$ cat config.mk
export PLATFORM = sky130hd
export DESIGN_NAME = run_stream_gen
export DESIGN_NICKNAME = d
export VERILOG_FILES = /design/src/rtl/fsm_pkg.sv /design/src/rtl/run_window.sv /design/src/rtl/run_stream_gen.sv
export SDC_FILE = /design/constraint.sdc
export NUM_CORES = 1
export LEC_CHECK = 0
export CORE_MARGIN = 3
export CORE_UTILIZATION = 44
export CTS_BUF_LIST = sky130_fd_sc_hd__clkbuf_8
export CTS_CLUSTER_DIAMETER = 30
export DETAILED_ROUTE_END_ITERATION = 8
export GPL_TIMING_DRIVEN = 0
export PLACE_DENSITY = 0.78
export SLEW_MARGIN = 0
export SYNTH_ARGS = -nofsm -noshare
export SYNTH_HDL_FRONTEND = slang
export SYNTH_HIERARCHICAL = 1
export SYNTH_SLANG_ARGS = --single-unit
$ cat constraint.sdc
create_clock -name clk -period 2.3 [get_ports clk]
set_clock_uncertainty 0.2 [all_clocks]
set_input_delay 0.23 -clock clk [delete_from_list [all_inputs] [get_ports clk]]
set_output_delay 0.23 -clock clk [all_outputs]
set_load 0.03 [all_outputs]
$ cat src/rtl/fsm_pkg.sv
// Shared constants and types for the run stream generator and its window predictor.
// Holds the state codes, window preload value and the optional LFSR parameters.
package fsm_pkg;

    typedef enum logic {
        ST_IDLE = 1'b0,
        ST_EMIT = 1'b1
    } state_t;

    // Preload mixes 0s and 1s so the predictor cannot flag a run right after reset.
    localparam logic [3:0] WIN_RESET  = 4'b0101;
    localparam logic [3:0] LFSR_SEED  = 4'b1001;
    // Feedback taps for x^4 + x^3 + 1, Fibonacci form shifting toward bit 3.
    localparam logic [3:0] LFSR_TAPS  = 4'b1100;

    function automatic logic [3:0] lfsr_next(input logic [3:0] q);
        return {q[2:0], ^(q & LFSR_TAPS)};
    endfunction

endpackage

$ cat src/rtl/run_window.sv
// Four-bit history of the serial stream; flags a window of four equal bits.
// Latency: expect_z registers the compare of the previous window, matching the detector's timing.
module run_window
    import fsm_pkg::*;
(
    input  logic clk,
    input  logic reset,
    input  logic w,
    output logic expect_z
);

    logic [3:0] win;

    always_ff @(posedge clk) begin
        if (!reset) begin
            win      <= WIN_RESET;
            expect_z <= 1'b0;
        end else begin
            win      <= {win[2:0], w};
            expect_z <= (win == 4'b0000) | (win == 4'b1111);
        end
    end

endmodule

$ cat src/rtl/run_stream_gen.sv
// Turns (bit, length) run commands into a serial stream w and predicts the run detector's z.
// Latency: first run bit on w one edge after acceptance; back-to-back runs without a gap.
// Backpressure: cmd_ready only in IDLE or on the last bit of a run. RUN_STREAM_GEN_LFSR_EN adds an idle LFSR.
module run_stream_gen
    import fsm_pkg::*;
#(
    parameter int   LEN_W    = 4,
    parameter logic IDLE_BIT = 1'b0
) (
    input  logic             clk,
    input  logic             reset,
    input  logic             cmd_valid,
    input  logic             cmd_bit,
    input  logic [LEN_W-1:0] cmd_len,
    output logic             cmd_ready,
    output logic             w,
    output logic             w_active,
    output logic [LEN_W-1:0] run_left,
    output logic             expect_z
);

    state_t           state;
    state_t           state_nxt;
    logic             w_nxt;
    logic             active_nxt;
    logic [LEN_W-1:0] left_nxt;
    logic             last_bit;
    logic             accept;
    logic             load;
    logic             idle_w;

    assign last_bit  = (run_left == LEN_W'(1));
    assign cmd_ready = reset & ((state == ST_IDLE) | last_bit);
    assign accept    = cmd_valid & cmd_ready;
    // A zero-length command is consumed but never enters EMIT.
    assign load      = accept & (cmd_len != '0);

`ifdef RUN_STREAM_GEN_LFSR_EN
    logic [3:0] lfsr;

    assign idle_w = lfsr[3];

    always_ff @(posedge clk) begin
        if (!reset) begin
            lfsr <= LFSR_SEED;
        end else if (state == ST_IDLE) begin
            lfsr <= lfsr_next(lfsr);
        end
    end
`else
    assign idle_w = IDLE_BIT;
`endif

    always_comb begin
        state_nxt  = state;
        w_nxt      = w;
        active_nxt = w_active;
        left_nxt   = run_left;
        case (state)
            ST_IDLE: begin
                if (load) begin
                    state_nxt  = ST_EMIT;
                    w_nxt      = cmd_bit;
                    active_nxt = 1'b1;
                    left_nxt   = cmd_len;
                end else begin
                    w_nxt = idle_w;
                end
            end
            ST_EMIT: begin
                if (last_bit) begin
                    if (load) begin
                        w_nxt    = cmd_bit;
                        left_nxt = cmd_len;
                    end else begin
                        state_nxt  = ST_IDLE;
                        w_nxt      = idle_w;
                        active_nxt = 1'b0;
                        left_nxt   = '0;
                    end
                end else if (run_left != '0) begin
                    left_nxt = run_left - LEN_W'(1);
                end
            end
            default: begin
                state_nxt  = ST_IDLE;
                w_nxt      = idle_w;
                active_nxt = 1'b0;
                left_nxt   = '0;
            end
        endcase
    end

    always_ff @(posedge clk) begin
        if (!reset) begin
            state    <= ST_IDLE;
            w        <= IDLE_BIT;
            w_active <= 1'b0;
            run_left <= '0;
        end else begin
            state    <= state_nxt;
            w        <= w_nxt;
            w_active <= active_nxt;
            run_left <= left_nxt;
        end
    end

    run_window u_window (
        .clk      (clk),
        .reset    (reset),
        .w        (w),
        .expect_z (expect_z)
    );

endmodule
# After elaboration in Yosys (flattened, before gate mapping)
# Index checks and enable logic that the tools add are counted.
# word_totals
reg_bits	12
output_inout_bits	8
in_bits	8
# classes
n_eq_ne	6
n_reduce_logical	5
mux	15
n_bitwise	6
add_sub_neg	1
# ops
operator	count
two-way mux 4 bit	4
one-hot mux 4 bit (2 select lines)	1
nonzero test 4 bit	2
two-way mux 1 bit	7
one-hot mux 1 bit (2 select lines)	3
equality test 4 x 1 -> 1 bit, second input constant	1
equality test 4 bit, second input constant	1
zero test 4 bit	1
inequality test 2 bit, second input constant	2
subtractor 4 x 1 -> 4 bit, second input constant	1
bitwise AND 1 bit	3
inequality test 3 x 1 -> 1 bit, second input constant	1
AND reduction 3 bit	1
inequality test 2 x 1 -> 1 bit, second input constant	1
bitwise OR 1 bit	2
AND reduction 2 bit	1
inverter 1 bit	1

# Logic depth before layout (Yosys ltp)
# depth
depth_word	8
ltp_mapped	9
depth_no_buf	9

# Cells and area by module
# Netlist, hierarchy kept.
# modules_own_cells
mod	instances	area_each_um2	cells_each
run_stream_gen	1	457.9	54
run_window	1	147.6	12

# Worst setup path before layout
# Ideal clock, no wire load.
# synth_timing
kind	reg-to-reg
from	reg run_left[0]
to	reg run_left[2]
synth_period_minus_slack_ns	2.451
stages_incl_launch_ff	9
required_time_ns	2.026
arrival_ns	2.178
setup_slack_ns	-0.151
cell_sequence	dfxtp_1 ha_1 nor3b_1 or2b_2 nand4_1 ha_1 a21oi_1 nand2_1 o22ai_2
# synth_between
elab_chain_len	8
elab_cells_between_ends	14
cone_classes	add/sub (1); eq/ne (3); mux (4); bitwise (4); reduce/logical (2)
# synth_lines
element	line_no	source
start: declaration	run_stream_gen.sv:18	output logic [LEN_W-1:0] run_left,
start signal: assignment	run_stream_gen.sv:104	run_left <= left_nxt;
equality test 4 x 1 -> 1 bit	run_stream_gen.sv:32	assign last_bit = (run_left == LEN_W'(1));
bitwise OR 1 bit	run_stream_gen.sv:33	assign cmd_ready = reset & ((state == ST_IDLE) | last_bit);
bitwise AND 1 bit	run_stream_gen.sv:33	
bitwise AND 1 bit	run_stream_gen.sv:34	assign accept = cmd_valid & cmd_ready;
bitwise AND 1 bit	run_stream_gen.sv:36	assign load = accept & (cmd_len != '0);
two-way mux 4 bit	run_stream_gen.sv:72	if (load) begin
two-way mux 4 bit	run_stream_gen.sv:71	if (last_bit) begin
one-hot mux 4 bit (2 select lines)	run_stream_gen.sv:59	case (state)
# Parallel ways exist; a longest one is shown, timed or not. The select of a mux whose other input is x is not followed.
# A chain may end at the register's enable or synchronous reset.

# Worst setup path in the final report
# layout_timing
from	reg run_left[1]
to	out cmd_ready
# layout_between
elab_chain_len	3
# layout_lines
element	line_no	source
equality test 4 x 1 -> 1 bit	run_stream_gen.sv:32	
bitwise OR 1 bit	run_stream_gen.sv:33	
bitwise AND 1 bit	run_stream_gen.sv:33	
end: declaration	run_stream_gen.sv:15	output logic cmd_ready,
# No other way between the ends.

==> results.py <==
metrics = {
    "run_status": {
        "status": "finished, final reports clean",
    },
    "critical_path": {
        "crit_path_cell_trace": "inv_1 -> ha_2 -> nor3b_4 -> or2b_4 -> buf_4 -> and2_1 -> buf_2",
        "critPathKind": "reg -> out",
        "slowest_stage": "dfxtp_2",
        "path_max_fanout": 5,
        "cp-start-kind": "flop",
        "reg2reg_slack_ps": 140,
        "cp.required_ps": 1870,
        "cp-end-kind": "primary output",
        "cp.arrival_ps": 1770,
        "slowest_delay_ps": 350,
    },
    "timing": {
        "max_freq_ghz": 0.455,
        "slew_headroom_pct": 64.1,
        "finalSetupViolCount": 0,
        "fin_crit_sh_pct": 95.6,
        "hold_viol_final": 0,
        "worst_pin_slew_ps": 531,
        "min_period_ps": 2200,
        "slew_viol_final": 0,
        "holdWs_ps": 272,
    },
    "drt": {
        "viasPerCell": 5.51,
        "routed-via-count": 557,
        "topRoutingLayerUsed": "met4",
        "wl_met3_um": 81,
        "wl_met1_um": 642,
        "first_iter_violations": 8,
        "wire_per_inst_um": 13.2,
        "wirelength_um": 1340,
        "first_pass_iters": 3,
        "dr_wl_met2_um": 594,
        "drc": 0,
        "ant_nets": 0,
    },
    "floorplanning": {
        "num_io_pins": 16,
        "start_util_pct": 50.4,
        "die_y_um": 43.1,
        "core_um2": 1200,
        "rows": 12,
        "fp.dieW_um": 43.1,
        "die_area_um2": 1860,
    },
    "grt": {
        "grt_max_degree": 11,
        "overflow": 0,
        "grt_pass1_vias": 499,
        "antenna_found_initial": 0,
        "grt_usage_pct": 16.4,
        "grt_pass1_wl_um": 2270,
    },
    "power_and_ir_drop": {
        "p_leak_nw": 0.335,
        "peakVddDrop_uv": 417,
        "powerDensity_nw_per_um2": 741,
    },
    "clock_tree": {
        "cts_max_path_buffers": 2,
        "path_clk_slew_ps": 50,
        "cts_tree": "yes",
        "clk_latency_ps": 240,
        "clockRootBuffer": "clkbuf_8",
        "htreeDepth": 1,
        "ctsHoldBuffers": 0,
        "clock_sinks": 12,
        "numCtsBuffers": 3,
    },
    "final_layout": {
        "fin_nets": 101,
        "final_util_pct": 72.0,
        "final_cell_mix": "14 x clkdlybuf4s50_1, 10 x dfxtp_1, 6 x nand2_1",
        "final_common_cell": "clkdlybuf4s50_1",
        "n_antenna_cell": 0,
        "design_area_um2": 865,
        "drive_above_1_share_pct": 23.0,
        "synthToLayoutAreaGrowth_pct": 42.8,
        "instances_no_fill": 101,
    },
    "synthesis": {
        "synth_edf_count": 0,
        "synthFlopType": "dfxtp_1",
        "ys_ff_latch": 12,
        "netlist_area_um2": 606,
        "synthArstFlopShare_pct": 0,
        "yosysSeqAreaShare_pct": 39.7,
        "synth_cell_types": 31,
        "netlist_instances": 66,
        "syn_area_per_cell_um2": 9.18,
        "ys_warn_count": 6,
        "synth.net_count": 78,
    },
    "place": {
        "place_congestion": 0.750,
        "hpwl_um": 932,
        "io_buffers": 15,
        "placed_area_um2": 779,
        "placed_cells": 95,
    },
    "worst_hold_path": {
        "hold_class": "reg -> reg",
    },
    "flow_run": {
        "drv_cap": 0,
    },
}
[logic make-up after synthesis]
| group | share of synthesized area, % |
|---|---|
| simple gates | 28.9 |
| buf+inv | 3.10 |
| mux | 1.86 |
| flops | 39.7 |
| fa+ha+maj | 8.26 |
| compound gates | 18.2 |
[sequential cells by signal, indices dropped and copies added, names as in the netlist]
register	flops
w_active	1
state	1
u_window/expect_z	1
u_window/win	4
w	1
run_left	4
[final cells by class]
cell class | instances | area [µm²]
flip-flops and latches | 12 | 243
multi-input cells | 49 | 377
well taps | 14 | 17.5
fillers | 94 | 337
inverters | 4 | 15.0
clock buffers | 3 | 41.3
plain buffers | 1 | 3.75
repair buffers | 18 | 168
[metrics by stage]
| stage | setup TNS, ps | setup WS [ps] | power (W) |
|---|---|---|---|
| final | 0 | 101 | 0.000641 |
| after global routing | -20.0 | -12.7 | 0.000677 |
| after CTS | 0 | 8.15 | 0.000624 |
| after detailed placement | -724 | -170 | 0.000430 |
| after global placement | -568 | -153 | 0.000428 |
| after floorplan | 0 | 34.7 | 0.000368 |
[synthesized netlist by cell type, types with 2 or more instances]
cell / number / share of area, %
a21boi_0: 2 / 2.5
inv_1: 3 / 1.9
dfxtp_1: 12 / 40
nand4_1: 4 / 4.1
nand2_1: 6 / 3.7
o21ai_0: 3 / 2.5
a22oi_1: 2 / 2.5
or4_1: 3 / 3.7
a21oi_1: 4 / 3.3
and2_1: 2 / 2.1
nand2b_1: 2 / 2.1
ha_1: 4 / 8.3
[routing by layer]
layer / GRT usage [%] / vias up
met5: 0 / -
met1: 21.6 / 256
met2: 23.3 / 14
li1: - / 283
met3: 6.36 / 4
met4: 7.23 / 0
[timing repair]
| action | 4_1_cts | 5_1_grt |
|---|---|---|
| cloned | 0 | 0 |
| buffers inserted | 0 | 3 |
| setup endpoints to repair | 5 | 6 |
| gates resized for setup | 7 | 5 |
| pin swaps | 0 | 0 |
[power breakdown]
group	switching, W	internal (W)	leakage [nW]	total, W
logic	0.0000971	0.000101	0.213	0.000198
registers	0.0000240	0.000229	0.100	0.000253
clock network	0.0000737	0.000115	0.0216	0.000189
total	0.000195	0.000446	0.335	0.000641
[critical path, delay by kind of cell, from the launching register on]
| kind | cells | cell delay [ps] |
|---|---|---|
| flip-flops | 1 | 350 |
| buffers and inverters | 3 | 390 |
| adder cells (fa/ha/maj) | 1 | 200 |
| AND/OR/NAND/NOR | 3 | 590 |
[path summary, 6_finish.rpt]
kind	endpoint	cells past startpoint	startpoint
setup reg to reg	run_left[2]	9	run_left[1]
hold / removal	u_window/win[2]	1	u_window/win[1]
hold reg to reg	u_window/win[2]	1	u_window/win[1]
setup / recovery	cmd_ready	7	run_left[1]
No activity file was read; power rests on OpenSTA's default activity.
